## src/rtl/pwm_sample_feeder_if.sv

```systemverilog
// pwm_sample_feeder_if: valid/ready duty-sample stream into the PWM sample feeder
//   s_data  : sample word, WIDTH bits
//   s_valid : s_data is valid
//   s_ready : receiver can accept; a transfer happens when s_valid && s_ready
//   master drives data/valid, slave (the feeder) drives ready
interface pwm_sample_feeder_if #(
    parameter int WIDTH = 10
);
    logic [WIDTH-1:0] s_data;
    logic             s_valid;
    logic             s_ready;
    modport master (output s_data, output s_valid, input s_ready);
    modport slave  (input s_data, input s_valid, output s_ready);
endinterface

```

## src/rtl/pwm_sample_feeder.sv

```systemverilog
// pwm_sample_feeder: FIFO-buffered duty feed for a PWM DAC, updating duty only on frame boundaries
//   clk, rst       : clock, synchronous active-high reset
//   s              : sample stream (slave side of pwm_sample_feeder_if)
//   duty           : registered duty word to the PWM block
//   frame_strobe   : one-cycle pulse at the start of each sample period
//   fifo_level     : registered FIFO occupancy
//   underrun       : sticky flag, set when an update finds the FIFO empty
//   underrun_clr   : clears underrun (a simultaneous set wins)
//   Optional: define PWM_FEED_SIGNED_IN_EN for two's complement input converted to offset binary
module pwm_sample_feeder #(
    parameter int WIDTH             = 10,
    parameter int DEPTH             = 8,
    parameter int FRAMES_PER_SAMPLE = 1
) (
    input  logic                       clk,
    input  logic                       rst,
    pwm_sample_feeder_if.slave         s,
    output logic [WIDTH-1:0]           duty,
    output logic                       frame_strobe,
    output logic [$clog2(DEPTH+1)-1:0] fifo_level,
    output logic                       underrun,
    input  logic                       underrun_clr
);
    localparam int AW = $clog2(DEPTH);
    localparam int LW = $clog2(DEPTH+1);
    localparam int DW = FRAMES_PER_SAMPLE > 1 ? $clog2(FRAMES_PER_SAMPLE) : 1;
`ifdef PWM_FEED_SIGNED_IN_EN
    // Inverting the MSB turns two's complement into offset binary; also the mid-scale reset duty
    localparam logic [WIDTH-1:0] FLIP = {1'b1, {(WIDTH-1){1'b0}}};
`else
    localparam logic [WIDTH-1:0] FLIP = '0;
`endif
    logic [WIDTH-1:0] mem [DEPTH];
    logic [AW:0]      wp, rp;
    logic [WIDTH-1:0] fcnt;
    logic [DW-1:0]    fdiv;
    logic             empty, full, push, pop, u;
    // Extra wrap bit distinguishes full from empty when the index bits match
    assign empty     = wp == rp;
    assign full      = (wp[AW] != rp[AW]) && (wp[AW-1:0] == rp[AW-1:0]);
    assign s.s_ready = !full;
    assign push      = s.s_valid && !full;
    assign u         = &fcnt && fdiv == DW'(FRAMES_PER_SAMPLE-1);
    assign pop       = u && !empty;
    always_ff @(posedge clk) begin
        if (rst) begin
            wp           <= '0;
            rp           <= '0;
            fcnt         <= '0;
            fdiv         <= '0;
            duty         <= FLIP;
            frame_strobe <= 1'b0;
            fifo_level   <= '0;
            underrun     <= 1'b0;
        end else begin
            fcnt         <= fcnt + 1'b1;
            if (&fcnt)
                fdiv <= fdiv == DW'(FRAMES_PER_SAMPLE-1) ? '0 : fdiv + 1'b1;
            if (push)
                wp <= wp + 1'b1;
            if (pop) begin
                rp   <= rp + 1'b1;
                duty <= mem[rp[AW-1:0]];
            end
            fifo_level   <= fifo_level + LW'(push) - LW'(pop);
            frame_strobe <= u;
            underrun     <= (u && empty) || (underrun && !underrun_clr);
        end
    end
    // Storage needs no reset; the pointers define what is valid
    always_ff @(posedge clk) begin
        if (!rst && push)
            mem[wp[AW-1:0]] <= s.s_data ^ FLIP;
    end
endmodule

```

## src/flat_wrapper.sv

```systemverilog
// flat-port wrapper written by rule: the top's interface ports become plain ports
module pwm_sample_feeder_flat 
#(
    parameter int WIDTH             = 10,
    parameter int DEPTH             = 8,
    parameter int FRAMES_PER_SAMPLE = 1
)
  (clk, rst, duty, frame_strobe, fifo_level, underrun, underrun_clr, s_s_data, s_s_valid, s_s_ready);
  pwm_sample_feeder_if #(.WIDTH(WIDTH)) s_i ();
  input  logic clk;
  input  logic rst;
  output logic [WIDTH-1:0] duty;
  output logic frame_strobe;
  output logic [$clog2(DEPTH+1)-1:0] fifo_level;
  output logic underrun;
  input  logic underrun_clr;
  input wire logic [$bits(s_i.s_data)-1:0] s_s_data;
  input wire logic [$bits(s_i.s_valid)-1:0] s_s_valid;
  output wire logic [$bits(s_i.s_ready)-1:0] s_s_ready;
  assign s_i.s_data = s_s_data;
  assign s_i.s_valid = s_s_valid;
  assign s_s_ready = s_i.s_ready;
  pwm_sample_feeder #(.WIDTH(WIDTH), .DEPTH(DEPTH), .FRAMES_PER_SAMPLE(FRAMES_PER_SAMPLE)) u_core (.clk(clk), .rst(rst), .s(s_i), .duty(duty), .frame_strobe(frame_strobe), .fifo_level(fifo_level), .underrun(underrun), .underrun_clr(underrun_clr));
endmodule
```

## config.mk

```make
export PLATFORM = sky130hd
export DESIGN_NAME = pwm_sample_feeder_flat
export DESIGN_NICKNAME = d
export VERILOG_FILES = /design/src/rtl/pwm_sample_feeder_if.sv /design/src/rtl/pwm_sample_feeder.sv /design/src/flat_wrapper.sv
export SDC_FILE = /design/constraint.sdc
export NUM_CORES = 1
export LEC_CHECK = 0
export ABC_AREA = 0
export BUFFER_PORTS_ARGS = -buffer_cell sky130_fd_sc_hd__buf_2
export CORE_MARGIN = 2
export CORE_UTILIZATION = 47
export DETAILED_ROUTE_END_ITERATION = 10
export SETUP_SLACK_MARGIN = 0.3
export SYNTH_ARGS = -nofsm -noshare
export SYNTH_HDL_FRONTEND = slang
export SYNTH_SLANG_ARGS = --single-unit
```

## constraint.sdc

```tcl
create_clock -name clk -period 4.35 [get_ports clk]
set_input_delay 0.87 -clock clk [delete_from_list [all_inputs] [get_ports clk]]
set_output_delay 0.87 -clock clk [all_outputs]
set_load 0.01 [all_outputs]
```

==> metrics.md <==
| Metric | Value |
|---|---|
| CP max stage delay | `0.68 ns` |
| Row count | `36` |
| Setup Skew | `0.00875 ns` |
| DP Area | `5020 um^2` |
| Initial antenna violation count | `0` |
| Final #Nets | `367` |
| Logic gate share of total power | `0.045` |
| Hold Path Class | `register to register` |
| Final Hold Vio Count | `0` |
| Clock share of power | `0.490` |
| Syn_area_per_cell | `15.5 um^2` |
| Pwr dens | `464 nW/um^2` |
| Hold Crit Depth | `1` |
| GP Congestion | `0.743` |
| Slew Viols, Final | `0` |
| Worst VDD drop | `0.000301 V` |
| DRT Pass-1 Iters | `4` |
| Via count | `2,614` |
| Reg power frac | `0.465` |
| Port Buffers | `30` |
| Die width | `104 um` |
| Hold wc startpoint | `u_core.fcnt[0]$_SDFF_PP0_` |
| Total Neg Setup Slack | `0 ns` |
| Post-CTS resize count | `0` |
| CP required | `4.72 ns` |
| R2R depth | `8` |
| F_max | `368 MHz` |
| # fillers | `805` |
| Largest net degree at the start of global routing | `38` |
| Worst skew pair latency | `0.52 ns` |
| Vias in the first global route | `2,599` |
| R2r endpoint | `u_core.fifo_level[2]$_SDFF_PP0_` |
| WP data arrival | `3.09 ns` |
| CTS Buf Count | `17` |
| Syn Nets | `324` |
| Final period util | `0.625` |
| Post-synthesis cell area | `4690 um^2` |
| Asr flop ratio synth | `0` |
| Vias per cell | `5.33` |
| Routed wire length | `9.23 mm` |
| Syn. warnings | `0` |
| Clock sink total | `114` |
| Worst-path maximum fanout | `26` |
| H-tree Lvls | `4` |
| DR DRC count | `0` |
| Root Driver | `clkbuf_8` |
| Slew @ Worst Pin | `0.881 ns` |
| Final ANT Viol Nets | `0` |
| Int Pwr | `2030 uW` |
| Share of cells above drive strength 1 | `0.317` |
| Crit-path slowest cell | `o41ai_4` |
| Hold path endpoint | `u_core.fcnt[0]$_SDFF_PP0_` |
| DIE HEIGHT | `104 um` |
| Total core area | `9730 um^2` |
| DR iter-0 viols | `164` |
| CP endpoint kind | `register` |
| RSZ-0062 raised after global routing | `no` |
| First-pass GRT wire length | `14.5 mm` |
| CTS tree | `done` |
| CTS Buffer Depth | `2` |
| Switching pwr | `548 uW` |
| Reg clk slew, reported paths | `0.05 ns` |
| Cell count after synthesis | `302` |
| Sequential Area | `3080 um^2` |
| Most frequent cells in the layout | `edfxtp_1 (80), dfxtp_1 (34), buf_2 (30), nand2_1 (22), nor2_1 (21)` |
| Post-DP HPWL | `5.59 mm` |
| Post-route cell area | `5560 um^2` |
| Worst-path cell chain | `buf_4 > xor2_2 > o41ai_4 > inv_4 > ha_1 > fa_1 > xnor2_1 > nor2_1` |
| Commonest non-fill, non-tap cell in the layout | `edfxtp_1` |
| I/O pins | `31` |
| Die ar. | `10,800 um^2` |
| Register area share after synthesis | `0.657` |
| Post-synth EDFFs | `80` |
| Sw Share | `0.212` |
| MaxCap Viol Count | `0` |
| Startpoint Class | `register` |
| Initial Util | `0.482` |
| Slew Limit Headroom | `0.410` |
| Total grt overflow | `0` |
| Top cell family by delay on the critical path | `compound AO/OA/AOI/OAI gates` |
| Hold Buf Count CTS | `0` |
| #FFs+latches synth | `114` |
| Worst r2r src | `u_core.rp[0]$_SDFFE_PP0P_` |
| Total power draw | `2580 uW` |
| Library cells used by synthesis | `44` |
| DR WL/cell | `18.8 um` |
| Outcome | `completed` |
| Flop-to-flop setup slack | `1.63 ns` |
| Setup violators final | `0` |
| Area growth syn-to-layout | `18.5%` |
| Critical path type | `register to register` |
| Static leakage | `0.00192 uW` |
| All-Layer GR Usage | `0.184` |
| Setup Fix Bufs, Post-CTS | `0` |
| Multi-input logic area | `1500 um^2` |
| Tmin final | `2.72 ns` |
| Most common flop cell mapped by yosys | `edfxtp_1` |
| ANT cells | `0` |
| Worst path bufs/invs | `2` |
[kinds of logic (layout without fill, tap and decap cells)]
kind of cell,count (synthesis),in the layout,share of synthesized area
fa+ha+maj,8,8,0.0229
flops,114,114,0.657
buf+inv,26,81,0.0283
compound gates,33,33,0.0616
mux,23,23,0.103
xor+xnor,20,20,0.0421
simple gates,78,78,0.0853
[final cells by class]
| type | count | share of cell area |
|---|---|---|
| clock inverter | 11 | 0.0207 |
| timing repair buffer | 41 | 0.0419 |
| tap | 133 | 0.0299 |
| sequential | 114 | 0.554 |
| multi-input combinational | 162 | 0.270 |
| inverter | 9 | 0.00653 |
| clock buffer | 20 | 0.0765 |
[power by group through the flow]
stage                     Clock (uW)  Sequential [uW]  Combinational, uW
final                           1270             1200                116
after detailed placement           0             1220                117
after global routing            1340             1200                128
after floorplan                    0             1220               78.4
after global placement             0             1220                115
after CTS                       1290             1200                118
[metal layers]
metal,track usage,part of all wire
met5,0,0
met4,0.0753,0.013
met3,0.0476,0.050
met2,0.298,0.50
met1,0.236,0.44
[registers in the layout, summed over array words and instances (netlist names)]
register,cells
u_core.mem,80
u_core.duty,10
u_core.fcnt,10
u_core.fifo_level,4
u_core.rp,4
u_core.wp,4
u_core.frame_strobe,1
u_core.underrun,1
[cell usage after synthesis, types with 3 or more instances]
library cell	instances	share of area
edfxtp_1	80	0.51
dfxtp_1	34	0.15
nand2_1	22	0.018
nor2_1	21	0.017
mux4_2	20	0.096
a21oi_1	16	0.017
xnor2_1	12	0.022
a311oi_2	8	0.026
inv_1	8	0.0064
ha_1	7	0.019
nand3_1	6	0.0064
buf_2	5	0.0053
nand4_1	5	0.0067
nor2b_1	5	0.0067
xor2_1	5	0.0093
clkbuf_1	4	0.0032
nor4_1	4	0.0053
buf_1	3	0.0024
buf_4	3	0.0048
xor2_2	3	0.010
[through the flow]
stage	hold WS (ns)	cells	setup slack, ns	util
detailed placement	0.434	459	1.56	0.516
global placement	0.425	459	1.61	0.516
global route	0.484	490	1.41	0.572
finish	0.457	490	1.63	0.572
CTS	0.467	490	1.58	0.572
floorplan	0.413	302	1.57	-
[how the worst max path moves through the flow]
| stage | depth (start not counted) | slack, ns | start | end |
|---|---|---|---|---|
| 4_1_cts | 8 | 1.58 | u_core.rp[0]$_SDFFE_PP0P_ | u_core.fifo_level[2]$_SDFF_PP0_ |
| 2_1_floorplan | 3 | 1.57 | rst | u_core.mem[0][0]$_DFFE_PP_ |
| 3_5_place_dp | 4 | 1.56 | rst | u_core.mem[1][9]$_DFFE_PP_ |
| 6_report | 8 | 1.63 | u_core.rp[0]$_SDFFE_PP0P_ | u_core.fifo_level[2]$_SDFF_PP0_ |
| 5_1_grt | 8 | 1.41 | u_core.rp[0]$_SDFFE_PP0P_ | u_core.fifo_level[2]$_SDFF_PP0_ |
| 3_3_place_gp | 4 | 1.61 | rst | u_core.mem[1][9]$_DFFE_PP_ |
Power figures use the tool's default switching activity.
